## src/rtl/cpu_types_pkg.sv

```systemverilog
// Shared CPU pipeline types: datapath word and memory-stage FSM encoding.
package cpu_types_pkg;

  typedef logic [31:0] word_t;

  typedef enum logic [1:0] {
    IDLE = 2'd0,
    WAIT = 2'd1,
    DONE = 2'd2
  } mem_state_t;

endpackage

```

## src/rtl/ll_sc_link.sv

```systemverilog
// LL/SC link register: remembers the word address of the last completed ll
// and reports whether a given address still matches a valid link.
module ll_sc_link
  import cpu_types_pkg::*;
#(
  parameter int unsigned WORD_W   = 32,
  parameter int unsigned ADDR_LSB = 2
) (
  input  logic              CLK,
  input  logic              nRST,
  input  logic              set,
  input  logic [WORD_W-1:0] set_addr,
  input  logic              clr,
  input  logic              snoop,
  input  logic [WORD_W-1:0] snoop_addr,
  input  logic [WORD_W-1:0] chk_addr,
  output logic              match
);

  localparam int unsigned TAG_W = WORD_W - ADDR_LSB;

  logic             link_valid;
  logic [TAG_W-1:0] link_addr;
  logic             snoop_hit;

  always_comb begin
    snoop_hit = snoop & (link_addr == snoop_addr[WORD_W-1:ADDR_LSB]);
    match     = link_valid & (link_addr == chk_addr[WORD_W-1:ADDR_LSB]);
  end

  // A set in the same cycle as a clear/snoop wins: the cache has already
  // ordered the snoop ahead of the ll fill.
  always_ff @(posedge CLK or negedge nRST) begin
    if (!nRST) begin
      link_valid <= 1'b0;
      link_addr  <= '0;
    end else if (set) begin
      link_valid <= 1'b1;
      link_addr  <= set_addr[WORD_W-1:ADDR_LSB];
    end else if (clr || snoop_hit) begin
      link_valid <= 1'b0;
    end
  end

endmodule

```

## src/rtl/mem_stage.sv

```systemverilog
// Memory stage: issues dcache requests for loads/stores, stalls until dhit,
// holds the result while the pipeline is frozen, and handles LL/SC.
module mem_stage
  import cpu_types_pkg::*;
#(
  parameter int unsigned WORD_W   = 32,
  parameter int unsigned ADDR_LSB = 2
) (
  input  logic              CLK,
  input  logic              nRST,
  input  logic              flush,
  input  logic              adv,
  input  logic              valid_in,
  input  logic              memren_in,
  input  logic              memwen_in,
  input  logic              ll_in,
  input  logic              sc_in,
  input  logic [WORD_W-1:0] aluout_in,
  input  logic [WORD_W-1:0] store_in,
  input  logic              dhit,
  input  logic [WORD_W-1:0] dload,
  input  logic              snoop_inv,
  input  logic [WORD_W-1:0] snoop_addr,
  output logic              dmemREN,
  output logic              dmemWEN,
  output logic [WORD_W-1:0] dmemaddr,
  output logic [WORD_W-1:0] dmemstore,
  output logic              mem_stall,
  output logic [WORD_W-1:0] port_o_out,
  output logic [WORD_W-1:0] dmemload_out
);

  mem_state_t        state, next_state;
  logic [WORD_W-1:0] data_q;
  logic              sc_ok_q;

  logic memop, active, issue, sc_fail, link_match;
  logic ll_done, sc_done, capture, sc_ok;

  ll_sc_link #(
    .WORD_W   (WORD_W),
    .ADDR_LSB (ADDR_LSB)
  ) u_link (
    .CLK        (CLK),
    .nRST       (nRST),
    .set        (ll_done),
    .set_addr   (aluout_in),
    .clr        (sc_done),
    .snoop      (snoop_inv),
    .snoop_addr (snoop_addr),
    .chk_addr   (aluout_in),
    .match      (link_match)
  );

  // nRST also gates the request so a reset during WAIT withdraws it at once,
  // not only after the state register has been cleared.
  always_comb begin
    memop   = valid_in & (memren_in | memwen_in);
    active  = (state != DONE);
    issue   = active & memop & nRST & ~flush;
    sc_fail = sc_in & ~link_match;

    dmemREN   = issue & memren_in;
    dmemWEN   = issue & memwen_in & ~sc_fail;
    dmemaddr  = aluout_in;
    dmemstore = store_in;
    mem_stall = issue & ~sc_fail & ~dhit;

    ll_done = issue & ll_in & dhit;
    sc_done = issue & sc_in & (dhit | sc_fail);
    capture = issue & ~sc_fail & dhit & ~adv;

    sc_ok        = active ? (issue & ~sc_fail & dhit) : sc_ok_q;
    port_o_out   = (valid_in & sc_in) ? {{(WORD_W-1){1'b0}}, sc_ok} : aluout_in;
    dmemload_out = active ? dload : data_q;
  end

  always_comb begin
    next_state = state;
    if (flush) begin
      next_state = IDLE;
    end else begin
      unique case (state)
        IDLE, WAIT: begin
          if (!issue || sc_fail) next_state = IDLE;
          else if (dhit)         next_state = adv ? IDLE : DONE;
          else                   next_state = WAIT;
        end
        DONE: begin
          if (adv) next_state = IDLE;
        end
        default: next_state = IDLE;
      endcase
    end
  end

  always_ff @(posedge CLK or negedge nRST) begin
    if (!nRST) begin
      state   <= IDLE;
      data_q  <= '0;
      sc_ok_q <= 1'b0;
    end else begin
      state <= next_state;
      if (flush) begin
        data_q  <= '0;
        sc_ok_q <= 1'b0;
      end else if (capture) begin
        data_q  <= dload;
        sc_ok_q <= sc_in;
      end
    end
  end

endmodule

```

## config.mk

```make
export PLATFORM = sky130hd
export DESIGN_NAME = mem_stage
export DESIGN_NICKNAME = d
export VERILOG_FILES = /design/src/rtl/cpu_types_pkg.sv /design/src/rtl/ll_sc_link.sv /design/src/rtl/mem_stage.sv
export SDC_FILE = /design/constraint.sdc
export NUM_CORES = 1
export LEC_CHECK = 0
export BUFFER_PORTS_ARGS = -buffer_cell sky130_fd_sc_hd__buf_4
export CORE_MARGIN = 1
export CORE_UTILIZATION = 25
export CTS_CLUSTER_DIAMETER = 120
export DETAILED_ROUTE_END_ITERATION = 12
export PLACE_DENSITY = 0.53
export SYNTH_ARGS = -nofsm -noshare
export SYNTH_HDL_FRONTEND = slang
export SYNTH_SLANG_ARGS = --single-unit
```

## constraint.sdc

```tcl
create_clock -name CLK -period 2.13 [get_ports CLK]
set_input_delay 0.3195 -clock CLK [delete_from_list [all_inputs] [get_ports CLK]]
set_output_delay 0.3195 -clock CLK [all_outputs]
set_load 0.005 [all_outputs]
```

==> results by group, run 1 <==
Routing
  • DR top layer: met4
  • Vias: just under 4000
  • DRC: 0
  • WL final: 14.4 mm
  • Via density: 4.46
  • Pre-antenna DRT Iters: 7
  • M1 WL: approximately 5.6 mm
  • Met3 WL post-DR: 1.02 mm
  • Starting DRC count in detailed routing: about 110
  • Met2 WL: around 7.5 mm
  • Routed Antenna Nets: 0
  • Drt wl/cell: around 17 um

Logic synthesis
  • Synth top area share: 37.5%
  • Number of synthesized flops with an enable pin: 0
  • FFs w/ async S/R, synth: 100%
  • Synth area leader: dfrtp_1
  • Synth unique cells: 32
  • Sequential fraction of the synthesis area: a little under two fifths
  • Flops & latches, synth: 66
  • Ys flop type: dfrtp_1
  • Syn nets: 552
  • Synth top area cells: dfrtp_1 38%, mux2_2 16%, buf_4 11%
  • Mapped Area: 0.00440 mm2
  • Avg Cell Area, Syn: 10.7 um2
  • Yosys warnings: 0
  • Synth Instances: 413

Clocking
  • Hold Buf Count CTS: 0
  • Clk sinks: 66
  • Clk buf depth: 2
  • Root buf cell: clkbuf_16
  • TritonCTS clock tree: yes
  • Cts bufs inserted: 9
  • Htree depth: 3
  • Clk slew on worst S/H paths: 0.06 ns
  • Worst-Skew Late Latency: 0.34 ns

Timing
  • Post-route clock period utilization: 113%
  • Pins Over Slew Limit: 0
  • Final hold slack: 0.203 ns
  • Final Skew: 0.00921 ns
  • Final Critical Period: 2.41 ns
  • Final WS setup: -0.277 ns
  • Fmax achieved: approximately 0.42 GHz
  • Final Hold Fails: 0
  • Worst Tran Pin Value: about 0.85 ns
  • Slew margin rel.: a little over two fifths
  • RSZ-0062 raised after global routing: yes
  • Final setup fails: 35

Power and ir drop
  • P_leak: 3.25 nW
  • Maximum vdd drop: 0.000332 V
  • Power per standard cell area: 670 mW/mm2

Final layout
  • Layout Nets: 774
  • Layout cell share with drive strength beyond 1: 61.6%
  • Area Overhead vs Synth: 55.1%
  • Commonest non-fill, non-tap cells in the layout: 281 x buf_4, 66 x dfrtp_1, 61 x mux2_2
  • Commonest non-fill, non-tap cell in the layout: buf_4
  • Diode count: 0
  • Final core occ: 39.6%

Die
  • Die footprint: 0.0182 mm2
  • Die Ht: roughly 130 um
  • Num ports: 270
  • Row cnt: 48
  • Width of the die: ~130 um
  • Starting density of the core: 25.6%
  • Core footprint: 0.0172 mm2

Run status
  • Status: finished, violations left
  • Violated checks: negative setup slack

Setup path
  • Startpoint Class: register
  • Crit-path cells: xnor2_2, nand4_1, nor4_2, buf_4, a31oi_4, nand3b_1, a21oi_2, buf_4
  • Crit-path max cell delay: 0.40 ns
  • CP max FO: 2
  • Largest delay contributor family on the critical path: simple AND/OR/NAND/NOR gates
  • CP max-delay cell: dfrtp_1
  • Req. time, crit path: 1.81 ns
  • Reg2reg start: u_link.link_addr[24]
  • Critical path class: register to output pin
  • Crit. End Element: output pin
  • WP buf/inv: 2
  • Data arrival time of the worst path: 2.09 ns
  • Worst setup path start: u_link.link_addr[24]
  • CP dominant cell by count: buf_4

Placement
  • Number of port buffers: between 200 and 250
  • Hpwl dp: between 10 and 15 mm
  • Final GP Congestion: around 0.83

Hold path
  • Worst min-delay path category: input port to asynchronous set/reset pin

GRT
  • Vias in the first global route: 4066
  • Initial antenna violation count: 0
  • Grt total ovfl: 0
  • First-pass GRT wire length: 21.8 mm
  • Largest net degree at the start of global routing: 67
  • GRT Total Usage: between 10% and 20%

Job
  • Max-cap violations: 0
==> stage by stage <==
stage | total power [mW] | setup slack (ns) | area, um2 | cells | setup TNS [ns]
after global routing | 4.85 | -0.404 | 6830 | 865 | -8.76
after floorplan | 2.22 | 0.323 | 4400 | 413 | 0
after detailed placement | 3.00 | -0.305 | 6260 | 842 | -9.86
after CTS | 4.61 | -0.365 | 6710 | 861 | -2.53
final | 4.58 | -0.277 | 6830 | 865 | -4.39
after global placement | 2.98 | -0.265 | 6260 | 842 | -9.07
==> cell usage after synthesis (all sizes together) (3+ instances only) <==
library cell and instances:
clkbuf 6, nand3 8, inv 4, a22o 32
nor4 9, buf 74, a21oi 6, xnor2 41
nand4 20, xor2 11, and2 32, nand2 5
nor2 5, nand2b 17, o21ai 3, mux2 61
dfrtp 66
==> repair_timing <==
action | 4_1_cts | 5_1_grt
buffers inserted | 1 | 2
endpoints found under the setup margin | 67 | 67
cloned | 2 | 2
resized for setup | 20 | 18
pin swaps | 10 | 8
==> worst paths after layout <==
path / endpoint / slack [ns] / cells past startpoint
worst max-delay path: port_o_out[0] / -0.28 / 8
worst min-delay path: data_q[29] / 0.20 / 2
worst max register to register: data_q[4] / -0.14 / 11
worst min register to register: state[0] / 0.47 / 1
max in group asynchronous: u_link.link_addr[19] / 1.37 / 2
min in group CLK: data_q[13] / 0.20 / 2
==> worst register-to-register path, cell delays in order, from the launching register on <==
cell,delay [ns]
dfrtp_1,0.40
xnor2_2,0.21
nand4_1,0.16
nor4_2,0.27
buf_4,0.17
a31oi_4,0.09
buf_4,0.15
buf_4,0.12
buf_4,0.13
nor2_4,0.20
buf_6,0.18
a22o_1,0.14
==> logic make-up (layout without fill, tap and decap cells) <==
logic type / after synthesis / after routing / synth area share [%]
AO/OA/AOI/OAI: 45 / 47 / 8.41
XOR/XNOR: 52 / 52 / 10.3
buffers and inverters: 84 / 309 / 13.5
flip-flops: 66 / 66 / 37.5
multiplexers: 61 / 61 / 15.6
AND/OR/NAND/NOR: 105 / 105 / 14.7
==> sequential cells by signal, summed over array words and instances, names as in the netlist <==
name,cells
sc_ok_q,1
u_link.link_addr,30
data_q,32
state,2
u_link.link_valid,1
==> per-layer routing <==
metal | track usage, % | up-vias
li1 | - | 1843
met1 | 18.3 | 1804
met2 | 28.6 | 175
met3 | 4.39 | 34
met4 | 5.81 | 0
met5 | 0 | -
==> power breakdown <==
part           leakage (nW)  switching, mW  internal (mW)
sequential            0.872          0.127           1.40
clock                 0.141          0.572          0.937
combinational          2.24          0.607          0.933
==> area by class of cell <==
class / instances / area, um2
clock buffer: 10 / 239
clock inverter: 6 / 66.3
fill: 1743 / 10400
inverter: 4 / 15.0
multi-input combinational: 265 / 2360
sequential: 66 / 1650
tap: 225 / 282
timing repair buffer: 289 / 2210
No activity file was read; power rests on OpenSTA's default activity.
==> inputs of run 2 (changes only) <==
--- a/config.mk
+++ b/config.mk
@@ -5,12 +5,12 @@
 export SDC_FILE = /design/constraint.sdc
 export NUM_CORES = 1
 export LEC_CHECK = 0
-export BUFFER_PORTS_ARGS = -buffer_cell sky130_fd_sc_hd__buf_4
 export CORE_MARGIN = 1
 export CORE_UTILIZATION = 25
 export CTS_CLUSTER_DIAMETER = 120
 export DETAILED_ROUTE_END_ITERATION = 12
-export PLACE_DENSITY = 0.53
+export DONT_BUFFER_PORTS = 1
+export PLACE_DENSITY = 0.4
 export SYNTH_ARGS = -nofsm -noshare
 export SYNTH_HDL_FRONTEND = slang
 export SYNTH_SLANG_ARGS = --single-unit
==> run 2 against run 1 <==
  * The flow still finishes with violations (negative setup slack)
  * Setup slack got worse by 0.0078 ns
  * Clock power increased by 11%
  * Via count decreased by 24%
  * Critical path type unchanged
  * Design area decreased by 27%
==> results by group, run 2 (same netlist as run 1, synthesis figures left out) <==
Setup path
  • Critical path class: register to output pin
  • CP max FO: 2 (unchanged)
  • Req. time, crit path: 1.81 ns (about the same)
  • Data arrival time of the worst path: 2.10 ns (about the same)
  • CP dominant cell by count: buf_4
  • Startpoint Class: register
  • Crit. End Element: output pin
  • CP max-delay cell: dfrtp_1
  • Crit-path max cell delay: 0.40 ns (about the same)
  • Crit-path cells: xnor2_2, buf_4, nand4_1, nor4_2, buf_4, a31oi_4, nand3b_1, a21oi_2

Die
  • Num ports: 270 (unchanged)
  • Die Ht: 135 um (unchanged)
  • Die footprint: 0.0182 mm2 (unchanged)
  • Core footprint: 0.0172 mm2 (unchanged)
  • Row cnt: 48 (unchanged)
  • Starting density of the core: 25.6% (unchanged)
  • Width of the die: 135 um (unchanged)

Placement
  • Hpwl dp: 8.14 mm (-24%)
  • Number of port buffers: 0 (-100%)
  • Placement Cell Area: 0.00436 mm2 (-30%)
  • Final GP Congestion: 0.746 (-10%)

GRT
  • Grt total ovfl: 0 (unchanged)
  • Vias in the first global route: 3058 (-25%)
  • First-pass GRT wire length: 17.7 mm (-19%)
  • Initial antenna violation count: 1 (+1)
  • Largest net degree at the start of global routing: 67 (unchanged)
  • GRT Total Usage: 13.3% (-2.8 points)

Timing
  • RSZ-0062 raised after global routing: yes
  • Final setup fails: 29 (-17%)
  • Setup_tns: -1.33 ns (+3.06 ns)
  • Post-route clock period utilization: 113% (+0.37 points)
  • Pins Over Slew Limit: 0 (unchanged)
  • Final WS setup: -0.285 ns (-0.00785 ns)
  • Fmax achieved: 0.414 GHz (-0.32%)
  • Final Hold Fails: 0 (unchanged)
  • Worst Tran Pin Value: 0.556 ns (-0.295 ns)
  • Final Critical Period: 2.41 ns (+0.00785 ns)
  • Slew margin rel.: 62.6% (+19 points)
  • Final Skew: 0.00697 ns (-0.00224 ns)

Routing
  • Routed Antenna Nets: 0 (unchanged)
  • Pre-antenna DRT Iters: 4 (-3)
  • Starting DRC count in detailed routing: 109 (+0.93%)
  • WL final: 11.6 mm (-19%)
  • Vias: 2914 (-24%)
  • Via density: 4.75 (+6.5%)
  • Drt wl/cell: 18.9 um (+14%)
  • DRC: 0 (unchanged)

Final layout
  • Diode count: 0 (unchanged)
  • Area Overhead vs Synth: 12.5%
  • Commonest non-fill, non-tap cell in the layout: dfrtp_1
  • Layout cell share with drive strength beyond 1: 35.7% (-26 points)
  • Commonest non-fill, non-tap cells in the layout: 66 x dfrtp_1, 61 x mux2_2, 33 x xnor2_1
  • Layout Nets: 523 (-32%)
  • Layout fillers: 1773 (+1.7%)
  • Largest registers: data_q: 32 flops, u_link.link_addr: 30 flops, state: 2 flops
  • Final std cell area, no fill: 0.00495 mm2 (-27%)
  • Max reg flops: 32 (unchanged)
  • Largest Register: data_q

Clocking
  • Clk sinks: 66 (unchanged)
  • Clk slew on worst S/H paths: 0.06 ns (about the same)
  • Worst-Skew Late Latency: 0.33 ns (about the same)
  • Cts bufs inserted: 9 (unchanged)
  • Htree depth: 3 (unchanged)
  • Clk buf depth: 2 (unchanged)
  • TritonCTS clock tree: yes
  • Root buf cell: clkbuf_16

Run status
  • Status: finished, violations left
  • Violated checks: negative setup slack

Power and ir drop
  • Total power: 4.19 mW (-8.6%)
  • Power per standard cell area: 845 mW/mm2 (+26%)
  • Maximum vdd drop: 0.000367 V (+11%)
  • P_leak: 2.03 nW (-38%)

Job
  • Max-cap violations: 0 (unchanged)

Hold path
  • Worst min-delay path category: input port to register
run 2: cell types whose count changed in the layout (fill, tap and decap cells not counted), moves of 2 or more:
| cell | previous run | this run |
|---|---|---|
| buf_4 | 281 | 32 |
| xnor2_1 | 27 | 33 |
| xnor2_2 | 14 | 8 |
| buf_6 | 6 | 1 |
| nor2_2 | 0 | 3 |
| clkbuf_8 | 1 | 3 |
| clkinvlp_4 | 3 | 1 |
| nor2_1 | 4 | 2 |
run 2: area by class of cell:
| class | instances | area [um2] | share of cell area, % |
|---|---|---|---|
| Multi-Input combinational cell | 266 | 2340 | 47.3 |
| Sequential cell | 66 | 1650 | 33.3 |
| Clock inverter | 4 | 72.6 | 1.46 |
| Inverter | 4 | 15.0 | 0.303 |
| Timing Repair Buffer | 37 | 324 | 6.54 |
| Tap cell | 225 | 282 | 5.68 |
| Clock buffer | 12 | 267 | 5.38 |
run 2: final timing paths:
check / from / endpoint / slack [ns] / cells past startpoint
setup reg to reg: u_link.link_addr[1] / data_q[9] / -0.05 / 9
hold / removal: dhit / state[0] / 0.06 / 1
setup / recovery: u_link.link_addr[1] / port_o_out[0] / -0.28 / 8
hold reg to reg: state[1] / state[0] / 0.50 / 1
max in group asynchronous: nRST / data_q[4] / 1.25 / 2
min in group asynchronous: nRST / u_link.link_addr[13] / 0.56 / 2
run 2: repair_timing:
action | in CTS | in global routing
hold endpoints to repair | 66 | 0
pin swaps | 30 | 17
gates resized for setup | 23 | 5
endpoints found under the setup margin | 35 | 67
buffers inserted | 4 | 1
hold buffers | 2 | 0
gates cloned | 3 | 0
run 2: power by group:
group / internal, mW / total [mW] / switching [mW]
registers: 1.40 / 1.54 / 0.139
clock network: 1.12 / 1.68 / 0.559
logic: 0.556 / 0.967 / 0.412
total: 3.08 / 4.19 / 1.11
run 2: routing by layer:
metal	vias to the layer above	share of wire, %	track usage, %
li1	1341	-	-
met1	1394	44	17.0
met2	160	46	20.7
met3	19	8.3	4.58
met4	0	1.1	4.31
met5	-	0	0
run 2: critical path, delay by kind of cell, from the launching register on:
kind / cells / cell delay [ns]
AND/OR/NAND/NOR: 3 / 0.61
flip-flops: 1 / 0.40
buffers and inverters: 2 / 0.32
AO/OA/AOI/OAI: 2 / 0.27
XOR/XNOR: 1 / 0.15
run 2: metrics by stage:
| step | hold WS, ns | util, % | worst slack (ns) | cells |
|---|---|---|---|---|
| finish | 0.0565 | 28.7 | -0.285 | 614 |
| global route | 0.0395 | 28.7 | -0.408 | 614 |
| CTS | 0.0355 | 28.6 | -0.278 | 614 |
| detailed placement | 0.0274 | 25.3 | -0.130 | 589 |
| global placement | 0.0268 | 25.3 | -0.110 | 589 |
| floorplan | 0.0239 | - | 0.323 | 413 |
==> inputs of run 3 (changes only) <==
--- a/config.mk
+++ b/config.mk
@@ -11,6 +11,7 @@
 export DETAILED_ROUTE_END_ITERATION = 12
 export DONT_BUFFER_PORTS = 1
 export PLACE_DENSITY = 0.4
+export RECOVER_POWER = 50
 export SYNTH_ARGS = -nofsm -noshare
 export SYNTH_HDL_FRONTEND = slang
 export SYNTH_SLANG_ARGS = --single-unit
==> constraint.sdc (replaced) <==
create_clock -name CLK -period 2.4 [get_ports CLK]
set_input_delay 0.36 -clock CLK [delete_from_list [all_inputs] [get_ports CLK]]
set_output_delay 0.36 -clock CLK [all_outputs]
set_load 0.005 [all_outputs]
==> run 3 against run 2 <==
  * The run ends with max-capacitance violations, max-slew violations, negative setup slack left
  * Clock power fell by 16%
  * First-iteration DRC count fell by 18%
  * Sequential cell count did not move
  * Combinational power fell by 24%
  * Sequential share of layout area rose by 1.6 points
  * Critical path depth fell by 1
  * Non-clock buffer count fell by 24
  * Cell count fell by 4.7%
  * Setup slack improved by 0.26 ns
  * Clock skew fell by 0.0012 ns
  * Critical path type unchanged
==> results by group, run 3 (same netlist as run 1, synthesis figures left out) <==
Setup path
  • Largest delay contributor family on the critical path: simple AND/OR/NAND/NOR gates
  • Req. time, crit path: 2.04 ns (+0.23 ns)
  • Critical path class: register to output pin
  • Reg2reg path depth: 8 (-1)
  • Crit-path cells: xnor2_2, nand4_1, nor4_2, buf_4, a31oi_4, nand3b_1, a21oi_2
  • R2r endpoint: data_q[5]
  • Reg2reg setup slack: 0.10 ns (+0.15 ns)
  • Reg2reg start: u_link.link_addr[19]
  • Crit-path max cell delay: 0.42 ns (+0.02 ns)
  • CP max FO: 3 (+1)
  • CP max-delay cell: dfrtp_1
  • Crit. End Element: output pin
  • Data arrival time of the worst path: 2.06 ns (-0.04 ns)
  • WP buf/inv: 1 (-1)
  • Startpoint Class: register
  • Worst setup path start: u_link.link_addr[1]

Timing
  • Pins Over Slew Limit: 67 (+67)
  • Post-route clock period utilization: 101%
  • Final Critical Period: approximately 2.4 ns
  • Fmax achieved: roughly 0.41 GHz
  • Worst Tran Pin Value: 1.57 ns (+1.02 ns)
  • RSZ-0062 raised after global routing: yes
  • Final Skew: 0.00578 ns (-0.00119 ns)
  • Final Hold Fails: 0 (unchanged)
  • Slew margin rel.: -4.78% (-67 points)
  • Final setup fails: 1 (-97%)
  • Final WS setup: -0.0203 ns (+0.265 ns)

GRT
  • Vias in the first global route: 2851 (-6.8%)
  • Grt total ovfl: 0 (unchanged)
  • First-pass GRT wire length: 16.5 mm (-6.4%)
  • Initial antenna violation count: 1 (unchanged)
  • Largest net degree at the start of global routing: 67 (unchanged)
  • GRT Total Usage: 12.4% (-0.83 points)

Hold path
  • Endpoint with the worst hold slack: state[0]
  • Worst min-delay path category: input port to register
  • Hold Crit Start: dhit
  • WHS Path Cells: 1 (unchanged)

Run status
  • Violated checks: max-capacitance violations, max-slew violations, negative setup slack
  • Status: finished, violations left

Placement
  • Number of port buffers: 0 (unchanged)
  • Final GP Congestion: 0.757 (+1.4%)
  • Inst Count DP: 565 (-4.1%)
  • Hpwl dp: 8.04 mm (-1.2%)
  • Placement Cell Area: 0.00418 mm2 (-4.1%)

Final layout
  • Final cell count without fillers: 585 (-4.7%)
  • Layout Nets: 496 (-5.2%)
  • Final std cell area, no fill: 0.00474 mm2 (-4.4%)
  • Commonest non-fill, non-tap cell in the layout: dfrtp_1
  • Layout fillers: 1794 (+1.2%)
  • Area Overhead vs Synth: 7.53%
  • Diode count: 0 (unchanged)
  • Largest Register: data_q
  • Area of the multi-input gates: 0.00237 mm2 (+1.1%)
  • Largest registers: data_q: 32 flops, u_link.link_addr: 30 flops, state: 2 flops
  • Commonest non-fill, non-tap cells in the layout: 65 x dfrtp_1, 61 x mux2_2, 32 x and2_1, 32 x a22o_1, 29 x xnor2_1
  • Register Area: 0.00165 mm2 (about the same)
  • Layout cell share with drive strength beyond 1: 33.3% (-2.4 points)
  • Max reg flops: 32 (unchanged)

Die
  • Starting density of the core: 25.6% (unchanged)
  • Width of the die: 135 um (unchanged)
  • Die footprint: 0.0182 mm2 (unchanged)
  • Row cnt: 48 (unchanged)
  • Core footprint: 0.0172 mm2 (unchanged)
  • Die Ht: 135 um (unchanged)
  • Num ports: 270 (unchanged)

Clocking
  • Htree depth: 3 (unchanged)
  • Cts bufs inserted: 9 (unchanged)
  • Worst-Skew Late Latency: 0.33 ns (about the same)
  • TritonCTS clock tree: yes
  • Clk buf depth: 2 (unchanged)
  • Root buf cell: clkbuf_16
  • Clk sinks: 66 (unchanged)
  • Clk slew on worst S/H paths: 0.06 ns (about the same)

Routing
  • WL final: 11.1 mm (-4.4%)
  • Vias: 2818 (-3.3%)
  • Via density: 4.82 (+1.5%)
  • Drt wl/cell: 19.0 um (+0.35%)
  • DRC: 0 (unchanged)
  • Starting DRC count in detailed routing: 89 (-18%)
  • Routed Antenna Nets: 0 (unchanged)
  • Pre-antenna DRT Iters: 4 (unchanged)

Power and ir drop
  • Sequential share of power: 39.5% (+2.7 points)
  • P_leak: 1.93 nW (-4.6%)
  • Clock group share of total power: 39.8% (-0.3 points)
  • Switch Pwr: 962 uW (-13%)
  • P_int: 2.59 mW (-16%)
  • Combinational share of power: 20.7% (-2.4 points)
  • Switching Share: 27.1% (+0.63 points)
  • Maximum vdd drop: 0.000326 V (-11%)
  • Power per standard cell area: 749 mW/mm2 (-11%)

Job
  • Max-cap violations: 1 (+1)
[run 3: cell count changes in the layout (fill, tap and decap cells not counted), moves of 2 or more]
cell | before | now
buf_4 | 32 | 10
clkbuf_8 | 3 | 1
nand2b_1 | 17 | 11
nand2b_4 | 0 | 6
o22ai_4 | 4 | 1
xnor2_1 | 33 | 29
xnor2_2 | 8 | 12
[run 3: what timing repair did]
action | in CTS | in global routing
setup endpoints to repair | 3 | 3
buffers inserted | 2 | 2
gates cloned | 0 | 0
pin swaps | 6 | 15
hold buffers | 2 | 0
resized for setup | 21 | 11
endpoints found under the hold margin | 66 | 0
[run 3: stage by stage]
| stage | setup TNS, ns | hold WS (ns) | utilization [%] | worst slack [ns] | total power, mW |
|---|---|---|---|---|---|
| after floorplan | 0 | 0.0644 | - | 0.553 | 1.97 |
| after global placement | 0 | 0.0672 | 24.3 | 0.0307 | 2.02 |
| after detailed placement | 0 | 0.0670 | 24.3 | 0.0467 | 2.02 |
| after CTS | -0.159 | 0.0784 | 27.1 | -0.0680 | 3.59 |
| after global routing | -0.411 | 0.0793 | 27.5 | -0.127 | 3.75 |
| final | -0.0203 | 0.0971 | 27.5 | -0.0203 | 3.55 |
[run 3: how the worst max path moves through the flow]
stage / depth (start not counted) / end
final: 7 / port_o_out[0]
after detailed placement: 7 / mem_stall
after global routing: 7 / port_o_out[0]
after global placement: 7 / dmemWEN
after CTS: 7 / port_o_out[0]
after floorplan: 6 / dmemWEN
[run 3: power by group through the flow]
stage	sequential (mW)	combinational [mW]	clock [mW]
after floorplan	1.37	0.601	0
after global placement	1.40	0.617	0
after detailed placement	1.41	0.618	0
after CTS	1.40	0.717	1.47
after global routing	1.42	0.807	1.52
final	1.40	0.735	1.41
[run 3: final cells by class]
type | instances | share of cell area [%]
multi-input cells | 263 | 50.0
flip-flops and latches | 66 | 34.9
well taps | 225 | 5.94
clock buffers | 11 | 5.13
repair buffers | 13 | 2.32
clock inverters | 3 | 1.37
inverters | 4 | 0.317
[run 3: metal layers]
metal,track usage [%],up-vias,share of wire (%)
met2,18.4,162,45
met1,16.6,1359,46
met4,4.81,0,1.3
li1,-,1279,-
met3,4.17,18,8.0
met5,0,-,0
[run 3: worst register-to-register path, delay by kind of cell (launching register included)]
| kind | cells | cell delay (ns) |
|---|---|---|
| AO/OA/AOI/OAI | 2 | 0.97 |
| flip-flops | 1 | 0.42 |
| AND/OR/NAND/NOR | 4 | 0.55 |
| buffers and inverters | 2 | 0.29 |
